--- src/rtl/morse_timer_arbiter_if.sv ---
// morse_timer_arbiter_if: request/status bundle between game controller (master) and slot/round timer (slave)
//   req[3]       level slot requests          game_en   round active
//   pause        freeze request               grant[3]  one-hot slot timer owner
//   done[3]      per-slot expiry flag         busy      slot timer in RUN or HOLD
//   timeout      round time expired           secs_left[6] remaining round seconds
interface morse_timer_arbiter_if;
    logic [2:0] req;
    logic       game_en;
    logic       pause;
    logic [2:0] grant;
    logic [2:0] done;
    logic       busy;
    logic       timeout;
    logic [5:0] secs_left;
    modport master (output req, game_en, pause, input grant, done, busy, timeout, secs_left);
    modport slave  (input req, game_en, pause, output grant, done, busy, timeout, secs_left);
endinterface

--- src/rtl/morse_timer_arbiter.sv ---
// morse_timer_arbiter: shared 3-requester slot timer with fixed-priority arbitration plus an independent round timer
//   clk           rising-edge clock
//   rst           synchronous, active-low reset
//   bus (slave)   req/game_en/pause in; grant/done/busy/timeout/secs_left out
//   Build option TIMER_PAUSE_EN: pause freezes slot counter, game prescaler and secs_left;
//   when undefined the pause input is present but ignored.
module morse_timer_arbiter #(
    parameter int PRESCALE = 50000000,
    parameter int SLOT_SEC = 3,
    parameter int GAME_SEC = 60
) (
    input logic clk,
    input logic rst,
    morse_timer_arbiter_if.slave bus
);
    localparam int SLOT_CYCLES = PRESCALE * SLOT_SEC;
    localparam int CW = (SLOT_CYCLES > 1) ? $clog2(SLOT_CYCLES) : 1;
    localparam int PW = (PRESCALE > 1) ? $clog2(PRESCALE) : 1;
    localparam logic [1:0] IDLE = 2'd0;
    localparam logic [1:0] RUN  = 2'd1;
    localparam logic [1:0] HOLD = 2'd2;

    logic [1:0]    state_q, state_d;
    logic [CW-1:0] cnt_q, cnt_d;
    logic [2:0]    gnt_q, gnt_d, done_q, done_d, pick;
    logic [PW-1:0] pre_q, pre_d;
    logic [5:0]    secs_q, secs_d;
    logic          to_q, to_d, paused, owner_req;

`ifdef TIMER_PAUSE_EN
    assign paused = bus.pause;
`else
    logic unused_pause;
    assign unused_pause = bus.pause;
    assign paused = 1'b0;
`endif

    assign pick = bus.req[0] ? 3'b001 : bus.req[1] ? 3'b010 : bus.req[2] ? 3'b100 : 3'b000;
    assign owner_req = |(bus.req & gnt_q);

    always_comb begin
        state_d = state_q;
        cnt_d   = cnt_q;
        gnt_d   = gnt_q;
        done_d  = done_q;
        case (state_q)
            IDLE: begin
                gnt_d  = pick;
                done_d = 3'b000;
                cnt_d  = (|bus.req) ? CW'(SLOT_CYCLES - 1) : '0;
                state_d = (|bus.req) ? RUN : IDLE;
            end
            RUN: begin
                // abort wins over expiry and over pause
                if (!owner_req) begin
                    state_d = IDLE;
                    gnt_d   = 3'b000;
                    cnt_d   = '0;
                end else if (!paused) begin
                    if (cnt_q == '0) begin
                        done_d  = gnt_q;
                        state_d = HOLD;
                    end else begin
                        cnt_d = cnt_q - 1'b1;
                    end
                end
            end
            HOLD: begin
                if (!owner_req) begin
                    state_d = IDLE;
                    gnt_d   = 3'b000;
                    done_d  = 3'b000;
                end
            end
            default: begin
                state_d = IDLE;
                gnt_d   = 3'b000;
                done_d  = 3'b000;
                cnt_d   = '0;
            end
        endcase
    end

    // secs_left==0 with timeout low marks an unloaded round
    always_comb begin
        pre_d  = pre_q;
        secs_d = secs_q;
        to_d   = to_q;
        if (!bus.game_en) begin
            pre_d  = '0;
            secs_d = '0;
            to_d   = 1'b0;
        end else if (!to_q && secs_q == '0) begin
            pre_d  = '0;
            secs_d = 6'(GAME_SEC);
        end else if (!to_q && !paused) begin
            if (pre_q == PW'(PRESCALE - 1)) begin
                pre_d  = '0;
                secs_d = secs_q - 1'b1;
                to_d   = (secs_q == 6'd1);
            end else begin
                pre_d = pre_q + 1'b1;
            end
        end
    end

    always_ff @(posedge clk) begin
        if (!rst) begin
            state_q <= IDLE;
            cnt_q   <= '0;
            gnt_q   <= 3'b000;
            done_q  <= 3'b000;
            pre_q   <= '0;
            secs_q  <= '0;
            to_q    <= 1'b0;
        end else begin
            state_q <= state_d;
            cnt_q   <= cnt_d;
            gnt_q   <= gnt_d;
            done_q  <= done_d;
            pre_q   <= pre_d;
            secs_q  <= secs_d;
            to_q    <= to_d;
        end
    end

    assign bus.grant     = gnt_q;
    assign bus.done      = done_q;
    assign bus.busy      = (state_q != IDLE);
    assign bus.timeout   = to_q;
    assign bus.secs_left = secs_q;
endmodule
--- src/flat_wrapper.sv ---
// flat-port wrapper written by rule: the top's interface ports become plain ports
module morse_timer_arbiter_flat 
#(
    parameter int PRESCALE = 50000000,
    parameter int SLOT_SEC = 3,
    parameter int GAME_SEC = 60
)
  (clk, rst, bus_req, bus_game_en, bus_pause, bus_grant, bus_done, bus_busy, bus_timeout, bus_secs_left);
  morse_timer_arbiter_if bus_i ();
  input logic clk;
  input logic rst;
  input wire logic [$bits(bus_i.req)-1:0] bus_req;
  input wire logic [$bits(bus_i.game_en)-1:0] bus_game_en;
  input wire logic [$bits(bus_i.pause)-1:0] bus_pause;
  output wire logic [$bits(bus_i.grant)-1:0] bus_grant;
  output wire logic [$bits(bus_i.done)-1:0] bus_done;
  output wire logic [$bits(bus_i.busy)-1:0] bus_busy;
  output wire logic [$bits(bus_i.timeout)-1:0] bus_timeout;
  output wire logic [$bits(bus_i.secs_left)-1:0] bus_secs_left;
  assign bus_i.req = bus_req;
  assign bus_i.game_en = bus_game_en;
  assign bus_i.pause = bus_pause;
  assign bus_grant = bus_i.grant;
  assign bus_done = bus_i.done;
  assign bus_busy = bus_i.busy;
  assign bus_timeout = bus_i.timeout;
  assign bus_secs_left = bus_i.secs_left;
  morse_timer_arbiter #(.PRESCALE(PRESCALE), .SLOT_SEC(SLOT_SEC), .GAME_SEC(GAME_SEC)) u_core (.clk(clk), .rst(rst), .bus(bus_i));
endmodule
--- config.mk ---
export PLATFORM = sky130hd
export DESIGN_NAME = morse_timer_arbiter_flat
export DESIGN_NICKNAME = d
export VERILOG_FILES = /design/src/rtl/morse_timer_arbiter_if.sv /design/src/rtl/morse_timer_arbiter.sv /design/src/flat_wrapper.sv
export SDC_FILE = /design/constraint.sdc
export NUM_CORES = 1
export LEC_CHECK = 0
export CAP_MARGIN = 40
export CORE_ASPECT_RATIO = 2
export CORE_MARGIN = 2
export CORE_UTILIZATION = 25
export DETAILED_ROUTE_END_ITERATION = 8
export GPL_ROUTABILITY_DRIVEN = 0
export SYNTH_ARGS = -nofsm -noshare
export SYNTH_HDL_FRONTEND = slang
export SYNTH_SLANG_ARGS = --single-unit
--- constraint.sdc ---
create_clock -name clk -period 3.3 [get_ports clk]
set_input_delay 0.66 -clock clk [delete_from_list [all_inputs] [get_ports clk]]
set_output_delay 0.66 -clock clk [all_outputs]
set_load 0.02 [all_outputs]
Word level (Yosys, flattened, before mapping)
Index checks and enable logic that the tools add are counted.
{ "word_totals": {"ram_bits": 0, "inputBits": 7, "ff_bits": 69, "output_inout_bits": 14, "n_memories": 0, "wordCells": 67, "rom_bits": 0, "latchBits": 0} }
{ "classes": {"bitwise_logic": 5, "order_cmp": 0, "eq_ne": 11, "n_reduce_logical": 17, "n_mul": 0, "n_shift": 0, "n_mux": 23, "div": 0, "n_addsub": 3} }
{ "ops": {"columns": ["op", "n"], "rows": [
  ["$mux 28", 3],
  ["$pmux 28 s3", 1],
  ["$logic_not 28->1", 1],
  ["$sub 28x1->28 const B", 1],
  ["$add 26x1->26 const B", 1],
  ["$eq 26x26->1 const B", 1],
  ["$mux 26", 1],
  ["$mux 3", 6],
  ["$mux 6", 3],
  ["$pmux 3 s2", 2],
  ["$reduce_and 2->1", 5],
  ["$reduce_or 3->1", 3],
  ["$eq 6x1->1 const B", 1],
  ["$logic_not 6->1", 1],
  ["$mux 2", 3],
  ["$ne 2x2->1 const B", 3],
  ["$ne 3x3->1 const B", 2],
  ["$pmux 2 s3", 1],
  ["$sub 6x1->6 const B", 1],
  ["$ne 2x1->1 const B", 2],
  ["$not 1->1", 4],
  ["$reduce_bool 2->1", 2],
  ["$and 3x3->3", 1],
  ["$mux 1", 3],
  ["7 further kinds", 7]
]} }

Longest topological paths before layout
Gate-level depths: netlist of the first run.
{ "logic_depth": {"word_depth": 4, "mapped_depth": 9, "depth_no_buf": 7} }

Least setup slack after synthesis of the first run
Ideal clock, no wire load.
{ "synth_timing": {"path_kind": "register to register", "startpoint": "register u_core.to_q, in the netlist u_core.bus.timeout", "endpoint": "register u_core.pre_q[0]", "n_path_buf": 3, "setup_ns": 0.117, "arrival_time_ns": 2.088, "required_ns": 3.183, "synth_period_minus_slack_ns": 2.205, "setup_slack_ns": 1.095, "path_stages_with_launch": 8, "cell_sequence": "dfxtp_1 -> clkbuf_1 -> or4_1 -> nor3_1 -> or2_2 -> clkbuf_1 -> buf_2 -> nor2_1"} }
{ "synth_between": {"elab_chain_len": 3} }
{ "synth_lines": {"columns": ["item", "line", "source"], "rows": [
  ["from (decl)", "morse_timer_arbiter.sv:28", "logic to_q, to_d, paused, owner_req;"],
  ["from (signal assigned)", "morse_timer_arbiter.sv:123", "to_q <= to_d;"],
  ["$logic_not 1->1", "morse_timer_arbiter.sv:93", "end else if (!to_q && secs_q == '0) begin"],
  ["$logic_and 1x1->1", "morse_timer_arbiter.sv:93", null],
  ["$reduce_or 3->1 (no line)", null, null],
  ["to (signal assigned)", "morse_timer_arbiter.sv:121", "pre_q <= pre_d;"],
  ["to (decl)", "morse_timer_arbiter.sv:26", "logic [PW-1:0] pre_q, pre_d;"]
]} }
Several ways; a longest one is shown, not always the timed one.
A chain may end at the register's enable or synchronous reset.

Worst setup path after layout of the first run
{ "layout_timing": {"startpoint": "register u_core.pre_q[0]", "endpoint": "register u_core.pre_q[2]"} }
{ "layout_between": {"elab_chain_len": 2, "word_cells_on_any_way": 3, "cone_classes": "add/sub (1); eq/ne (1); mux (1)"} }
{ "layout_lines": {"columns": ["item", "line", "source"], "rows": [
  ["$add 26x1->26 or $eq 26x26->1 (tied branches)", "morse_timer_arbiter.sv:102, morse_timer_arbiter.sv:97", null],
  ["$mux 26 *", "morse_timer_arbiter.sv:97", "if (pre_q == PW'(PRESCALE - 1)) begin"]
]} }
Every way passes the cells marked *; elsewhere a longest branch is shown, timed or not.

==> summary.txt, run 1 <==
Hold Path End = u_core.bus.secs_left[5]
Vias = 3534
min setup slack post-route = 0.678 ns
CP Launch Type = flip-flop
max-cap viol count = 0
io pins = 21
initial antenna violation count = 0
Reg2Reg Setup Slack = 0.68 ns
Min-Delay Path Depth = 2
slew margin rel. = 46.6%
largest net degree at the start of global routing = 26
ANT nets after route = 0
first-pass GRT wire length = 16900 um
crit path DAT = 2.81 ns
GRT Util Overall = 13.1%
Post-Synthesis Cell Area = 3680 um2
H-tree levels = 3
peak supply drop = 0.442 mV
worst hold path type = reg2reg
wire per inst = 15.3 um
Setup WS pre-CTS = 0.373 ns
register area = 1380 um2
Final TNS setup = 0 ns
Longest Clk Path Bufs = 2
Synthesized Nets = 461
placed insts = 651
reg-to-reg startpoint = u_core.pre_q[0]
clock latency on the worst-skew pair = 0.33 ns
Worst Max-Slew Pin Slew = 0.794 ns
WP data required = 3.49 ns
ys async rst share = 0%
die footprint = 15800 um2
CTS tree = yes
Post-synth EDFFs = 0
clk root buf = clkbuf_16
RSZ-0062 raised after global routing = no
Yosys reg bits = 69
Remaining DRCs = 0
PwrDens = 478 nW/um2
Inserted Diodes = 0
Slowest-stage cell, CP = or4_1
DIE HEIGHT = 176 um
DRT iter0 DRCs = 155
Finished Layout Cells = 666
Tcrit/Tclk final = 79.4%
core area = 14400 um2
Leakage = 1.35 nW
slowest stage delay, CP = 0.70 ns
PortBufs = 19
critical path, cell by cell = ha_1 -> nand2_1 -> or4_1 -> nor3_1 -> or2_2 -> nor2_1
reg2reg end = u_core.pre_q[2]
GRT Residual Overflow = 0
vias in the first global route = 3610
row count = 62
Synth-to-Final Area Change = 19.6%
CTS Hold Buffers Added = 0
Power, Total = 2.11 mW
Tmin final = 2.62 ns
post-synthesis sequential area ratio = 37.5%
Post-synth top cells = dfxtp_1 (69), nor2_1 (52), nand2_1 (34), o21ai_0 (25)
cell area after layout = 4400 um2
share of Yosys cell area claimed by the top area cell type = 37.5%
Final nets = 484
Die W = 89.8 um
CP Class = reg2reg
Synth Flop Type = dfxtp_1
Fillers = 1488
CTS sink cnt = 69
post-CTS sizing = 0
cell with the most instances after synthesis = dfxtp_1
Final HPWL DP = 7760 um
Final setup viols = 0
Final Util = 30.7%
max-slew violations = 0
Ys Warns = 0
post-synthesis cell type count = 59
synthesized area per cell = 8.24 um2
Max Freq = 381 MHz
Starting Density = 25.7%
Cell Area, Placed = 4120 um2
status = finished clean
DR pass1 iterations = 5
r2r worst-path depth = 6
clock transition at the registers of the reported paths = 0.06 ns
Multi-input gate area = 2160 um2
clock skew = 0.00692 ns
Via density = 5.31
hold_sp = u_core.bus.secs_left[5]
Crit Path Max Fanout = 25
WL final = 10200 um
TritonCTS Buffers = 9
Synth area leaders = dfxtp_1 (38%), xnor2_1 (5.5%), nor2_1 (5.3%)
Mapped Cells = 447
post-CTS setup buffer count = 0
Critical Path End Type = flip-flop
Yosys top cell by area = dfxtp_1
final hold violation count = 0
worst hold slack = 0.482 ns
share of cells above drive strength 1 = 9.07%
placed cells by master, fill, tap and decap left out, types with 4 or more instances in the layout:
cell type,count
dfxtp_1,69
nor2_1,52
nand2_1,34
o21ai_0,25
xnor2_1,23
a21oi_1,23
nor3_1,20
nor4_1,19
clkdlybuf4s50_1,19
inv_1,14
nand3_1,13
buf_4,12
nand4_1,11
or4_1,11
clkbuf_16,9
a211oi_1,7
or3_1,7
o31ai_1,7
ha_1,7
or2_2,5
nor4b_1,5
nand2b_1,5
o211ai_1,5
a31oi_1,5
xor2_1,4
o22ai_1,4
nor2b_1,4
critical path, delay by kind of cell, from the launching register on:
family                   cells  cell delay [ns]
flip-flops                   1             0.40
AND/OR/NAND/NOR              5             1.86
adder cells (fa/ha/maj)      1             0.22
logic make-up (layout without fill, tap and decap cells):
logic type               Yosys count  count (layout)  synth area share, %
AND/OR/NAND/NOR                  208             208                 30.7
AO/OA/AOI/OAI                     99              99                 18.3
XOR/XNOR                          27              27                 6.42
adder cells (fa/ha/maj)            7               7                 2.38
buffers and inverters             34              61                 3.94
flip-flops                        69              69                 37.5
multiplexers                       3               3                0.815
worst max path at each step:
stage,startpoint,to,cells after the start
global placement,bus_req[0],u_core.cnt_q[13],6
finish,u_core.pre_q[0],u_core.pre_q[2],6
global route,u_core.pre_q[0],u_core.pre_q[13],6
floorplan,u_core.bus.timeout,u_core.pre_q[0],7
CTS,u_core.pre_q[0],u_core.pre_q[2],6
detailed placement,bus_req[0],u_core.cnt_q[24],6
registers in the layout (all words and copies together), names as in the netlist:
register / cells
u_core.bus.secs_left: 6
u_core.bus.done: 3
u_core.cnt_q: 28
u_core.pre_q: 26
u_core.bus.timeout: 1
u_core.state_q: 2
u_core.bus.grant: 3
per-layer routing:
metal  share of wire, %  track usage, %  vias to the layer above
met5                  0               0                        -
met4                6.0            9.68                        0
met3                4.3            2.83                       45
met2                 55            25.2                      111
met1                 35            11.7                     1669
li1                   -               -                     1709
area by class of cell:
class,count,share of cell area (%)
clock buffer,9,5.11
clock inverter,6,1.45
inverter,15,1.28
multi-input combinational,344,49.0
sequential,69,31.4
tap,192,5.45
timing repair buffer,31,6.36
power by group:
part           internal (mW)  total, mW  switching (mW)
Sequential             0.863      0.903          0.0394
Clock                  0.580      0.949           0.368
Combinational         0.0947      0.255           0.161
No activity file was read; power rests on OpenSTA's default activity.
==> run 2: changes to the inputs <==
==> constraint.sdc (replaced) <==
create_clock -name clk -period 2.5 [get_ports clk]
set_input_delay 0.5 -clock clk [delete_from_list [all_inputs] [get_ports clk]]
set_output_delay 0.5 -clock clk [all_outputs]
set_load 0.02 [all_outputs]
==> summary.txt, run 2 (synthesized netlist as in run 1, its figures left out) <==
status = finished clean
first-pass GRT wire length = 17500 um (+3.3%)
CP Launch Type = flip-flop
register area = 1380 um2 (unchanged)
Inserted Diodes = 0 (unchanged)
Final TNS setup = 0 ns (unchanged)
most frequent cells in the layout = dfxtp_1 (69), nor2_1 (52), buf_4 (51)
final hold violation count = 0 (unchanged)
slew margin rel. = 62.9% (+16 points)
CTS tree = yes
Vias = 3717 (+5.2%)
Starting Density = 25.7% (unchanged)
commonest non-fill, non-tap cell in the layout = dfxtp_1
share of cells above drive strength 1 = 16.1% (+7.1 points)
Critical Path End Type = flip-flop
die footprint = 15800 um2 (unchanged)
Via density = 5.26 (-0.78%)
CTS sink cnt = 69 (unchanged)
wire per inst = 14.9 um (-2.9%)
Largest register FFs = 28 (unchanged)
clk root buf = clkbuf_16
peak supply drop = 0.402 mV (-9.0%)
core area = 14400 um2 (unchanged)
CTS Hold Buffers Added = 0 (unchanged)
H-tree levels = 3 (unchanged)
vias in the first global route = 3797 (+5.2%)
max-cap viol count = 0 (unchanged)
Leakage = 1.54 nW (+14%)
TritonCTS Buffers = 9 (unchanged)
CP Class = reg2reg
DIE HEIGHT = 176 um (unchanged)
worst hold path type = reg2reg
GRT Util Overall = 13.6% (+0.54 points)
row count = 62 (unchanged)
Max Freq = 426 MHz (+12%)
clock latency on the worst-skew pair = 0.34 ns (about the same)
clock skew = 0.00788 ns (+0.000964 ns)
PortBufs = 19 (unchanged)
io pins = 21 (unchanged)
Largest Register = u_core.cnt_q
Longest Clk Path Bufs = 2 (unchanged)
ANT nets after route = 0 (unchanged)
Multi-input gate area = 2160 um2 (unchanged)
WP data required = 2.71 ns (-0.78 ns)
Final nets = 523 (+8.1%)
Tmin final = 2.35 ns (-0.275 ns)
clock transition at the registers of the reported paths = 0.06 ns (about the same)
DRT iter0 DRCs = 138 (-11%)
RSZ-0062 raised after global routing = no
post-CTS setup buffer count = 0 (unchanged)
WL final = 10500 um (+2.9%)
Tcrit/Tclk final = 93.9% (+14 points)
initial antenna violation count = 0 (unchanged)
post-CTS sizing = 0 (unchanged)
Crit Path Max Fanout = 6 (-76%)
Final HPWL DP = 8080 um (+4.2%)
Power, Total = 2.92 mW (+38%)
max-slew violations = 0 (unchanged)
GRT Residual Overflow = 0 (unchanged)
DR pass1 iterations = 5 (unchanged)
Synth-to-Final Area Change = 28.1%
Final setup viols = 0 (unchanged)
Remaining DRCs = 0 (unchanged)
crit path DAT = 2.56 ns (-0.25 ns)
PwrDens = 619 nW/um2 (+29%)
Worst Max-Slew Pin Slew = 0.551 ns (-0.242 ns)
Fillers = 1509 (+1.4%)
Die W = 89.8 um (unchanged)
largest net degree at the start of global routing = 26 (unchanged)
## run 2: cell count changes in the layout (fill, tap and decap cells not counted)
cell / change
clkbuf_8: +1
inv_6: +1
clkinv_2: -2
buf_4: +39
clkinvlp_4: +1
## run 2: through the flow
stage                     instance area [um2]  hold WS [ns]  utilization [%]  setup WS (ns)  cells
after floorplan                          3680         0.455                -          0.295    447
after global placement                   4400         0.459             30.7        -0.0126    689
after detailed placement                 4400         0.459             30.7        -0.0323    689
after CTS                                4710         0.468             32.8          0.148    705
after global routing                     4720         0.476             32.9        0.00846    706
final                                    4720         0.468             32.9          0.153    706
## run 2: area by class of cell
type,instances,share of cell area [%]
clock inverters,6,1.49
clock buffers,10,5.07
flip-flops and latches,69,29.3
inverters,15,1.19
multi-input cells,344,45.7
repair buffers,70,12.1
well taps,192,5.09
## run 2: worst max-delay path: stages (launching register included)
cell and delay [ns]:
dfxtp_1 0.32, inv_1 0.09, ha_1 0.18, nor3b_1 0.26, nand4_2 0.28, buf_4 0.25, or3_4 0.43, o21ai_2 0.28
o21ai_0 0.13
## run 2: worst paths after layout
kind,from,endpoint,slack [ns],depth (start not counted)
worst max-delay path,u_core.cnt_q[0],u_core.cnt_q[3],0.15,8
worst min-delay path,u_core.bus.done[0],u_core.bus.done[0],0.47,1
worst min register to register,u_core.bus.done[0],u_core.bus.done[0],0.47,1
worst max register to register,u_core.cnt_q[0],u_core.cnt_q[3],0.15,8
## run 2: layer usage
layer	track usage (%)	up-vias	wire, um
met2	25.4	99	5620
li1	-	1790	-
met3	2.70	53	320
met1	12.3	1775	3710
met5	0	-	0
met4	11.9	0	866
## run 2: power breakdown
group | total, mW | internal (mW) | switching, mW
logic | 0.418 | 0.182 | 0.236
registers | 1.18 | 1.14 | 0.0453
clock network | 1.31 | 0.806 | 0.509
==> run 3: changes to the inputs <==
--- a/config.mk
+++ b/config.mk
@@ -7,7 +7,7 @@
 export LEC_CHECK = 0
 export CAP_MARGIN = 40
 export CORE_ASPECT_RATIO = 2
-export CORE_MARGIN = 2
+export CORE_MARGIN = 3
 export CORE_UTILIZATION = 25
 export DETAILED_ROUTE_END_ITERATION = 8
 export GPL_ROUTABILITY_DRIVEN = 0
==> summary.txt, run 3 (synthesized netlist as in run 1, its figures left out) <==
status = finished clean
Setup WS pre-CTS = -0.161 ns (-0.129 ns)
Worst Max-Slew Pin Slew = 0.719 ns (+0.168 ns)
Largest Register = u_core.cnt_q
DRT iter0 DRCs = 122 (-12%)
largest net degree at the start of global routing = 26 (unchanged)
CTS tree = yes
Inserted Diodes = 0 (unchanged)
min setup slack post-route = 0.116 ns (-0.0371 ns)
CP Launch Type = input port
final hold violation count = 0 (unchanged)
worst hold path type = reg2reg
CP Class = in2reg
Reg2Reg Setup Slack = 0.19 ns (+0.04 ns)
clk root buf = clkbuf_16
Final setup viols = 0 (unchanged)
commonest non-fill, non-tap cell in the layout = dfxtp_1
WP data required = 2.78 ns (+0.07 ns)
Final nets = 514 (-1.7%)
ANT nets after route = 0 (unchanged)
Vias = 3686 (-0.83%)
CTS Hold Buffers Added = 0 (unchanged)
peak supply drop = 0.339 mV (-16%)
WL final = 11200 um (+6.1%)
clock skew = 0.00751 ns (-0.000378 ns)
post-CTS setup buffer count = 0 (unchanged)
Final HPWL DP = 8350 um (+3.3%)
H-tree levels = 3 (unchanged)
Synth-to-Final Area Change = 26.6%
RSZ-0062 raised after global routing = no
wire per inst = 16.0 um (+7.5%)
row count = 62 (unchanged)
initial antenna violation count = 0 (unchanged)
DIE HEIGHT = 178 um (+1.1%)
first-pass GRT wire length = 18500 um (+5.9%)
Via density = 5.29 (+0.45%)
die footprint = 16300 um2 (+3.4%)
Die W = 91.8 um (+2.2%)
Starting Density = 25.5% (-0.14 points)
Tcrit/Tclk final = 95.3% (+1.5 points)
PwrDens = 623 nW/um2 (+0.74%)
GRT Residual Overflow = 0 (unchanged)
CTS sink cnt = 69 (unchanged)
GRT Util Overall = 14.2% (+0.58 points)
Fillers = 1528 (+1.3%)
DR pass1 iterations = 4 (-1)
max-slew violations = 0 (unchanged)
Remaining DRCs = 0 (unchanged)
PortBufs = 19 (unchanged)
crit path DAT = 2.66 ns (+0.10 ns)
Crit Path Max Fanout = 5 (-1)
Tmin final = 2.38 ns (+0.0371 ns)
clock latency on the worst-skew pair = 0.34 ns (about the same)
Largest register FFs = 28 (unchanged)
TritonCTS Buffers = 9 (unchanged)
Leakage = 1.52 nW (-1.5%)
post-CTS sizing = 0 (unchanged)
Max Freq = 420 MHz (-1.6%)
vias in the first global route = 3826 (+0.76%)
Longest Clk Path Bufs = 2 (unchanged)
worst hold slack = 0.472 ns (+0.00385 ns)
most frequent cells in the layout = dfxtp_1 (69), nor2_1 (52), buf_4 (42)
share of cells above drive strength 1 = 15.0% (-1.1 points)
slew margin rel. = 51.7% (-11 points)
Critical Path End Type = flip-flop
clock transition at the registers of the reported paths = 0.06 ns (about the same)
max-cap viol count = 0 (unchanged)
io pins = 21 (unchanged)
core area = 14400 um2 (+0.54%)
-- run 3: routing by layer --
| layer | up-vias | part of all wire [%] | track usage (%) |
|---|---|---|---|
| li1 | 1769 | - | - |
| met1 | 1757 | 35 | 13.0 |
| met2 | 113 | 54 | 26.9 |
| met3 | 47 | 3.9 | 3.01 |
| met4 | 0 | 6.9 | 10.2 |
| met5 | - | 0 | 0 |
-- run 3: area by class of cell --
| type | count | area (um2) | area share, % |
|---|---|---|---|
| clock buffers | 10 | 239 | 5.12 |
| clock inverters | 6 | 68.8 | 1.48 |
| inverters | 15 | 56.3 | 1.21 |
| multi-input cells | 344 | 2170 | 46.6 |
| flip-flops and latches | 69 | 1380 | 29.6 |
| well taps | 192 | 240 | 5.15 |
| repair buffers | 61 | 505 | 10.8 |
-- run 3: worst paths after layout --
check	startpoint	endpoint	cells past startpoint
worst max register to register	u_core.cnt_q[23]	u_core.cnt_q[4]	5
worst min register to register	u_core.bus.done[0]	u_core.bus.done[0]	1
worst min-delay path	u_core.bus.done[0]	u_core.bus.done[0]	1
worst max-delay path	rst	u_core.cnt_q[22]	8
-- run 3: where the power goes --
group / switching, mW / internal, mW
Sequential: 0.0488 / 1.14
Clock: 0.517 / 0.807
Combinational: 0.231 / 0.163
-- run 3: critical path, cell delays in order --
cell and delay (ns):
clkdlybuf4s50_1 0.66, nand2_1 0.15, buf_4 0.16, nor3_1 0.59, buf_4 0.27, o311a_1 0.18
a31oi_1 0.05, nand3_1 0.09
-- run 3: per-stage QoR --
step / total power [mW] / utilization [%] / area, um2 / TNS [ns] / cells
2_1_floorplan: 1.43 / - / 3680 / 0 / 447
3_3_place_gp: 1.59 / 30.1 / 4340 / -0.0848 / 681
3_5_place_dp: 1.59 / 30.1 / 4340 / -0.554 / 681
4_1_cts: 2.93 / 32.2 / 4650 / 0 / 697
5_1_grt: 3.02 / 32.3 / 4660 / 0 / 697
6_report: 2.91 / 32.3 / 4660 / 0 / 697
